`config.mk`:
```
export PLATFORM = sky130hd
export DESIGN_NAME = clock_period_monitor
export DESIGN_NICKNAME = d
export VERILOG_FILES = /design/src/rtl/gate_finder_pkg.sv /design/src/rtl/sync_edge_detect.sv /design/src/rtl/clock_period_monitor.sv
export SDC_FILE = /design/constraint.sdc
export NUM_CORES = 1
export LEC_CHECK = 0
export ABC_AREA = 1
export CAP_MARGIN = 20
export CORE_UTILIZATION = 40
export CTS_CLUSTER_SIZE = 28
export DETAILED_ROUTE_END_ITERATION = 10
export PLACE_DENSITY_LB_ADDON = 0.08
export SLEW_MARGIN = 0
export SYNTH_ARGS = -nofsm -noshare
export SYNTH_HDL_FRONTEND = slang
export SYNTH_SLANG_ARGS = --single-unit
```
`constraint.sdc`:
```
create_clock -name clk -period 3.7 [get_ports clk]
set_input_delay 0.555 -clock clk [delete_from_list [all_inputs] [get_ports clk]]
set_output_delay 0.555 -clock clk [all_outputs]
set_load 0.05 [all_outputs]
```
`src/rtl/gate_finder_pkg.sv`:
```
// rtl/gate_finder_pkg.sv - shared state encoding and clock constants for gate_finder receivers
package gate_finder_pkg;

   typedef enum logic [1:0] {
      WAIT_LOW = 2'd0,
      ARM      = 2'd1,
      MEAS     = 2'd2
   } state_e;

   localparam int SYS_CLK_HZ      = 50_000_000;
   // Half a second at the system clock: slowest input worth waiting for.
   localparam int DEFAULT_TIMEOUT = SYS_CLK_HZ / 2;

endpackage

```
`src/rtl/sync_edge_detect.sv`:
```
// rtl/sync_edge_detect.sv - multi-flop synchronizer with rise/fall detection for an async input
module sync_edge_detect #(
   parameter int SYNC_STAGES = 2
) (
   input  logic clk,
   input  logic rst,
   input  logic async_in,
   output logic level,
   output logic rise,
   output logic fall
);

   logic [SYNC_STAGES-1:0] sync_q;
   logic                   hist_q;

   always_ff @(posedge clk) begin
      if (!rst) begin
         sync_q <= '0;
         hist_q <= 1'b0;
      end else begin
         sync_q <= {sync_q[SYNC_STAGES-2:0], async_in};
         hist_q <= sync_q[SYNC_STAGES-1];
      end
   end

   assign level = sync_q[SYNC_STAGES-1];
   assign rise  = level & ~hist_q;
   assign fall  = ~level & hist_q;

endmodule

```
`src/rtl/clock_period_monitor.sv`:
```
// rtl/clock_period_monitor.sv - measures period and high time of a slow async clock in clk cycles
module clock_period_monitor
   import gate_finder_pkg::*;
#(
   parameter int CNT_W       = 25,
   parameter int TIMEOUT     = DEFAULT_TIMEOUT,
   parameter int SYNC_STAGES = 2
) (
   input  logic             clk,
   input  logic             rst,
   input  logic             sig_in,
   output logic [CNT_W-1:0] period,
   output logic [CNT_W-1:0] high_time,
   output logic             valid,
   output logic             timeout
);

   localparam logic [CNT_W-1:0] TIMEOUT_M1 = CNT_W'(TIMEOUT - 1);
   localparam logic [CNT_W-1:0] FILL_CNT   = CNT_W'(SYNC_STAGES);

   logic level, rise, fall;

   state_e           state_q;
   logic [CNT_W-1:0] cnt_q;
   logic [CNT_W-1:0] cnt_d;
   logic [CNT_W-1:0] hi_lat_q;
   logic [CNT_W-1:0] period_q;
   logic [CNT_W-1:0] high_q;
   logic             valid_q;
   logic             timeout_q;

   sync_edge_detect #(
      .SYNC_STAGES(SYNC_STAGES)
   ) u_sync (
      .clk     (clk),
      .rst     (rst),
      .async_in(sig_in),
      .level   (level),
      .rise    (rise),
      .fall    (fall)
   );

   // Cycles elapsed since the last accepted rise, counting the rise cycle itself.
   assign cnt_d = cnt_q + CNT_W'(1);

   always_ff @(posedge clk) begin
      if (!rst) begin
         state_q   <= WAIT_LOW;
         cnt_q     <= '0;
         hi_lat_q  <= '0;
         period_q  <= '0;
         high_q    <= '0;
         valid_q   <= 1'b0;
         timeout_q <= 1'b0;
      end else begin
         valid_q <= 1'b0;
         case (state_q)
            WAIT_LOW: begin
               // A cleared synchronizer reads low before it has sampled sig_in; let it fill first.
               if (cnt_q < FILL_CNT) begin
                  cnt_q <= cnt_d;
               end else if (!level) begin
                  state_q <= ARM;
                  cnt_q   <= '0;
               end
            end
            ARM: begin
               if (rise) begin
                  state_q   <= MEAS;
                  cnt_q     <= '0;
                  timeout_q <= 1'b0;
               end
            end
            MEAS: begin
               if (rise) begin
                  period_q <= cnt_d;
                  high_q   <= hi_lat_q;
                  valid_q  <= 1'b1;
                  cnt_q    <= '0;
               end else if (cnt_q == TIMEOUT_M1) begin
                  state_q   <= ARM;
                  timeout_q <= 1'b1;
               end else begin
                  if (fall) begin
                     hi_lat_q <= cnt_d;
                  end
                  cnt_q <= cnt_d;
               end
            end
            default: state_q <= WAIT_LOW;
         endcase
      end
   end

   assign period    = period_q;
   assign high_time = high_q;
   assign valid     = valid_q;
   assign timeout   = timeout_q;

endmodule

```
==> metrics.md, run 1 <==
| Metric | Value |
|---|---|
| Final setup fails | `0` |
| Hold Startpoint | `u_sync.sync_q[0]` |
| Min Hold Slack | `417 ps` |
| TritonCTS Sinks | `107` |
| Routability cong. | `0.839` |
| Overall power | `3.02 mW` |
| Final WL | `12000 um` |
| Setup CP Type | `reg2reg` |
| Seq cells post-synth | `107` |
| CP Data Required Time | `4000 ps` |
| Hold EP | `u_sync.sync_q[1]` |
| Die X-Extent | `115 um` |
| DRT iter0 DRCs | `238` |
| Full die area | `0.0131 mm2` |
| Total track usage | `19.6%` |
| TritonCTS Buffers | `9` |
| Worst path top cell family by delay | `buffers and inverters` |
| Total negative setup slack | `0 ps` |
| Worst R2R Start | `state_q[0]` |
| Crit path max fanout | `46` |
| CTS H-tree lvls | `3` |
| Hold Path Depth | `2` |
| Die Y | `115 um` |
| Hold buffer count at cts | `0` |
| Met1 global-route usage | `28.8%` |
| Flop2flop setup slack | `1080 ps` |
| Clk_lat worst skew | `350 ps` |
| Synth area leader | `dfxtp_1` |
| Worst flop-to-flop path endpoint | `period[18]` |
| Commonest non-fill, non-tap cell in the layout | `nand2_1` |
| Initial antenna violation count | `0` |
| Ports | `55` |
| Fin. max-slew vios | `0` |
| Vias in the first global route | `3878` |
| Final Util | `48.6%` |
| Final worst-path setup slack | `1080 ps` |
| Largest stage delay, worst path | `620 ps` |
| Nets@finish | `699` |
| Worst path cell trace | `inv_1 -> ha_1 -> nand2_1 -> inv_2 -> buf_4 -> o21ai_0 -> o21bai_1 -> inv_1` |
| RSZ-0062 raised after global routing | `false` |
| Setup bufs post-CTS | `0` |
| Average instance area after synthesis | `7.69 um2` |
| Max frequency | `382 MHz` |
| CP arrival | `2920 ps` |
| Min-delay worst type | `reg2reg` |
| Port Buffers | `54` |
| Clk_skew | `5.49 ps` |
| CTS tree | `done` |
| Yosys cell types | `32` |
| DRC viols | `0` |
| CP Launch Point | `state_q[0]` |
| Cells on worst reg2reg path | `8` |
| Fillers | `1291` |
| WP buf/inv | `4` |
| Worst slew margin | `30.3%` |
| Post-synthesis sequential area ratio | `42.3%` |
| Final hold vios | `0` |
| Cell Count, Final, Fillers Out | `864` |
| Critical Path Slowest Stage Cell | `inv_2` |
| Finished Cell Area | `0.00591 mm2` |
| CP Capture Type | `flip-flop` |
| Worst VDD drop | `0.000738 V` |
| Mapped Cells | `659` |
| Gr ovfl total | `0` |
| Routed length per instance | `13.9 um` |
| PwrDens | `511 mW/mm2` |
| DR pass1 iterations | `5` |
| Synth warn | `0` |
| Cells after DPL | `848` |
| # rows | `40` |
| # diodes | `0` |
| Core area | `0.0122 mm2` |
| Vias/cell | `4.79` |
| Final worst-path cycle share | `70.8%` |
| Clk slew on worst S/H paths | `70 ps` |
| Met2 Resource Use GR | `28.9%` |
| Most frequent cells in the layout | `nand2_1, dfxtp_1, inv_1, a21oi_1, o21ai_0` |
| PostCTS Resize Cnt | `0` |
| Clk root buf | `clkbuf_16` |
| Placed cell area | `0.00561 mm2` |
| First-pass GRT wire length | `20000 um` |
| Pre-CTS WS | `1040 ps` |
| Most frequent CP cell | `inv_1` |
| Leakage power | `2.23 nW` |
| Max cap viols | `0` |
| Dominant cells by area after synthesis | `dfxtp_1, nand2_1, a21oi_1` |
| Via count | `4141` |
| Status | `finished clean` |
| Post-DP HPWL | `8500 um` |
| Critical Path Source Type | `flip-flop` |
| Initial core utilization | `41.7%` |
| Top Usage Layer GRT | `met2` |
| Routed Antenna Nets | `0` |
| Max clock buf depth | `2` |
| Synthesized cell area | `0.00507 mm2` |
| Minimum clock period | `2620 ps` |
| Slew @ Worst Pin | `1040 ps` |
| Syn Nets | `667` |
| Area delta synth->final | `16.7%` |
| GRT met3 Usage | `2.91%` |
| Share of cells above drive strength 1 | `14.1%` |
| Yosys top cell area share | `42.3%` |
| Largest net degree at the start of global routing | `68` |
==> cell type report <==
cell class	instances	area (um2)	area share, %
inverter	90	338	5.71
clock buffer	11	253	4.27
clock inverter	5	46.3	0.783
sequential	107	2140	36.2
multi-input combinational	425	2360	39.9
tap	168	210	3.55
timing repair buffer	58	566	9.56
==> cells by family after synthesis <==
logic type	share of synthesized area [%]
and+or+nand+nor	24.3
AOI/OAI and AO/OA	18.4
buffers and inverters	11.2
DFF	42.3
xor gates and xnor gates	2.59
adders and majority gates	1.23
==> power by group <==
part	switching [mW]	total [mW]	internal, mW
combinational	0.634	0.841	0.206
sequential	0.0379	1.24	1.20
clock	0.439	0.942	0.503
total	1.11	3.02	1.91
==> worst min-delay path: stages (launching register included) <==
cell and delay, ps:
dfxtp_1 310, nand2_1 50, inv_1 40
==> routing by layer <==
metal / up-vias / share of wire, %
li1: 2165 / -
met1: 1905 / 52
met2: 60 / 44
met3: 11 / 3.3
met4: 0 / 1.3
met5: - / 0
==> cells in the mapped netlist <==
library cell and instances:
a21oi_1 66, o211ai_1 4, clkbuf_1 15, inv_1 82
ha_1 5, nand3_1 23, nor3_1 4, nand3_2 26
nand3_4 1, inv_2 8, o21bai_1 9, a31oi_1 1
nand2_2 4, nand4_1 6, a21oi_4 1, nand2_1 121
nor2_2 9, buf_8 2, o21ai_0 58, or2_1 1
nand3b_1 1, xnor2_1 4, buf_6 4, buf_2 9
nor2_8 1, xor2_1 11, dfxtp_1 107, nor2_1 41
buf_4 7, a21oi_2 21, o21ai_1 2, nor2_4 5
==> how the worst max path moves through the flow <==
stage | to | slack (ps) | cells past startpoint
2_1_floorplan | cnt_q[0] | 2100 | 11
3_3_place_gp | period[24] | 1190 | 8
3_5_place_dp | period[17] | 1040 | 8
4_1_cts | period[24] | 1030 | 8
5_1_grt | period[16] | 680 | 8
6_report | period[18] | 1080 | 8
==> flip-flops by register name, indices dropped and copies added (netlist names) <==
name           count
cnt_q             25
hi_lat_q          25
high_time         25
period            25
state_q            2
timeout            1
u_sync.hist_q      1
u_sync.sync_q      2
valid              1
(Power assumes the default switching activity.)
==> inputs of run 2 (changes only) <==
==> constraint.sdc (replaced) <==
create_clock -name clk -period 2.64 [get_ports clk]
set_input_delay 0.396 -clock clk [delete_from_list [all_inputs] [get_ports clk]]
set_output_delay 0.396 -clock clk [all_outputs]
set_load 0.05 [all_outputs]
==> run 2 against run 1 <==
  * Hold slack lost 2.8 ps
  * Worst setup slack lost 580 ps
  * Count of clock-buffer cells in the layout grew 1
  * Via count grew 1.4%
  * Fmax grew 22%
  * Largest cell class unchanged
  * Global-route usage grew 0.37 points
  * Flip-flop and latch count is the same
  * Highest routed layer unchanged
  * Critical path type unchanged
  * Die area is the same
==> metrics.md, run 2 (synthesized netlist as in run 1, its figures left out) <==
| Metric | Value |
|---|---|
| Initial antenna violation count | `0` |
| Routed Antenna Nets | `0` |
| DR pass1 iterations | `4` |
| Most frequent CP cell | `nand2_1` |
| Cells on worst reg2reg path | `10` |
| Placed cell area | `0.00566 mm2` |
| Crit path max fanout | `15` |
| Total track usage | `20.0%` |
| Total negative setup slack | `0 ps` |
| Fillers | `1235` |
| PwrDens | `712 mW/mm2` |
| Routed length per instance | `13.9 um` |
| TritonCTS Sinks | `107` |
| Clk slew on worst S/H paths | `70 ps` |
| DRC viols | `0` |
| # diodes | `0` |
| PostCTS Resize Cnt | `0` |
| Met2 routed WL | `5420 um` |
| CP Capture Type | `flip-flop` |
| Critical Path Source Type | `flip-flop` |
| Commonest non-fill, non-tap cell in the layout | `nand2_1` |
| Largest net degree at the start of global routing | `40` |
| WL met3 | `444 um` |
| Clk root buf | `clkbuf_16` |
| Clk_lat worst skew | `350 ps` |
| Slew @ Worst Pin | `562 ps` |
| Clk_skew | `8.84 ps` |
| Worst path top cell family by delay | `simple AND/OR/NAND/NOR gates` |
| CTS tree | `done` |
| Ports | `55` |
| Initial core utilization | `41.7%` |
| Setup CP Type | `reg2reg` |
| CP arrival | `2360 ps` |
| Minimum clock period | `2140 ps` |
| TritonCTS Buffers | `9` |
| Core area | `0.0122 mm2` |
| WL met1 | `5940 um` |
| Vias/cell | `4.83` |
| Min Hold Slack | `414 ps` |
| Max clock buf depth | `2` |
| Final worst-path cycle share | `81.1%` |
| Via count | `4197` |
| Worst flop-to-flop path endpoint | `hi_lat_q[21]` |
| Highest Signal Layer | `met4` |
| Status | `finished clean` |
| WP buf/inv | `2` |
| CTS H-tree lvls | `3` |
| Final setup fails | `0` |
| Vias in the first global route | `3925` |
| Flop2flop setup slack | `500 ps` |
| Die Y | `115 um` |
| Final worst-path setup slack | `499 ps` |
| DRT iter0 DRCs | `254` |
| Leakage power | `2.25 nW` |
| Max frequency | `467 MHz` |
| Final hold vios | `0` |
| Crit path to | `hi_lat_q[21]` |
| Setup bufs post-CTS | `0` |
| Fin. max-slew vios | `0` |
| Gr ovfl total | `0` |
| Hold buffer count at cts | `0` |
| Pre-CTS WS | `500 ps` |
| Min-delay worst type | `reg2reg` |
| Sequential cell area | `0.00214 mm2` |
| Share of cells above drive strength 1 | `14.6%` |
| Critical Path Slowest Stage Cell | `dfxtp_1` |
| CP Data Required Time | `2860 ps` |
| CP Launch Point | `cnt_q[0]` |
| Full die area | `0.0131 mm2` |
| Max cap viols | `0` |
| Worst R2R Start | `cnt_q[0]` |
| Post-DP HPWL | `8780 um` |
| Worst slew margin | `62.5%` |
| Finished Cell Area | `0.00595 mm2` |
| Most frequent cells in the layout | `nand2_1, dfxtp_1, inv_1, a21oi_1, o21ai_0` |
| First-pass GRT wire length | `20300 um` |
| Final WL | `12000 um` |
| Largest stage delay, worst path | `400 ps` |
| Nets@finish | `704` |
| Worst path cell trace | `ha_1 -> inv_1 -> nor2_2 -> nand2_1 -> nor2_1 -> nand2_1 -> nand3_1 -> inv_1 -> nand2_1 -> a21oi_1` |
| Footprint of the multi-input gates | `0.00236 mm2` |
| RSZ-0062 raised after global routing | `false` |
| Die X-Extent | `115 um` |
| Number of cells on the critical path | `10` |
| Worst VDD drop | `0.00130 V` |
| Routability cong. | `0.884` |
| Area delta synth->final | `17.5%` |
| # rows | `40` |
| Port Buffers | `54` |
run 2: cell types whose count changed in the layout (fill, tap and decap cells not counted), sizes merged:
| cell | change |
|---|---|
| buf | +5 |
| clkbuf | +1 |
| clkinvlp | +1 |
| clkinv | -2 |
run 2: where the power goes:
group          switching (mW)  total [mW]  internal (mW)
combinational           0.878        1.19          0.315
sequential             0.0507        1.74           1.69
clock                   0.609        1.31          0.699
run 2: through the flow:
stage / std cells / total power, mW / util (%)
2_1_floorplan: 659 / 2.81 / -
3_3_place_gp: 853 / 2.97 / 46.6
3_5_place_dp: 853 / 2.98 / 46.6
4_1_cts: 869 / 4.29 / 49.0
5_1_grt: 869 / 4.48 / 49.0
6_report: 869 / 4.24 / 49.0
run 2: area by class of cell:
class	instances	area share, %
multi-input cells	425	39.6
flip-flops and latches	107	36.0
repair buffers	63	10.3
inverters	90	5.67
clock buffers	12	4.31
well taps	168	3.53
clock inverters	4	0.567
run 2: how the worst min path moves through the flow:
| stage | endpoint | startpoint | slack (ps) | depth (start not counted) |
|---|---|---|---|---|
| 6_report | u_sync.sync_q[1] | u_sync.sync_q[0] | 410 | 2 |
| 5_1_grt | u_sync.sync_q[1] | u_sync.sync_q[0] | 430 | 2 |
| 4_1_cts | u_sync.sync_q[1] | u_sync.sync_q[0] | 410 | 2 |
| 3_3_place_gp | u_sync.sync_q[1] | u_sync.sync_q[0] | 390 | 2 |
| 3_5_place_dp | u_sync.sync_q[1] | u_sync.sync_q[0] | 400 | 2 |
| 2_1_floorplan | u_sync.sync_q[1] | u_sync.sync_q[0] | 390 | 2 |
run 2: routing by layer:
metal / GRT usage [%] / up-vias
met1: 28.2 / 1907
met5: 0 / -
met3: 2.86 / 17
li1: - / 2189
met2: 30.9 / 84
met4: 7.36 / 0
run 2: tightest hold or removal path: cells and delay by family, from the launching register on:
kind	cells	cell delay [ps]
buf+inv	1	40
simple gates	1	40
flops	1	310
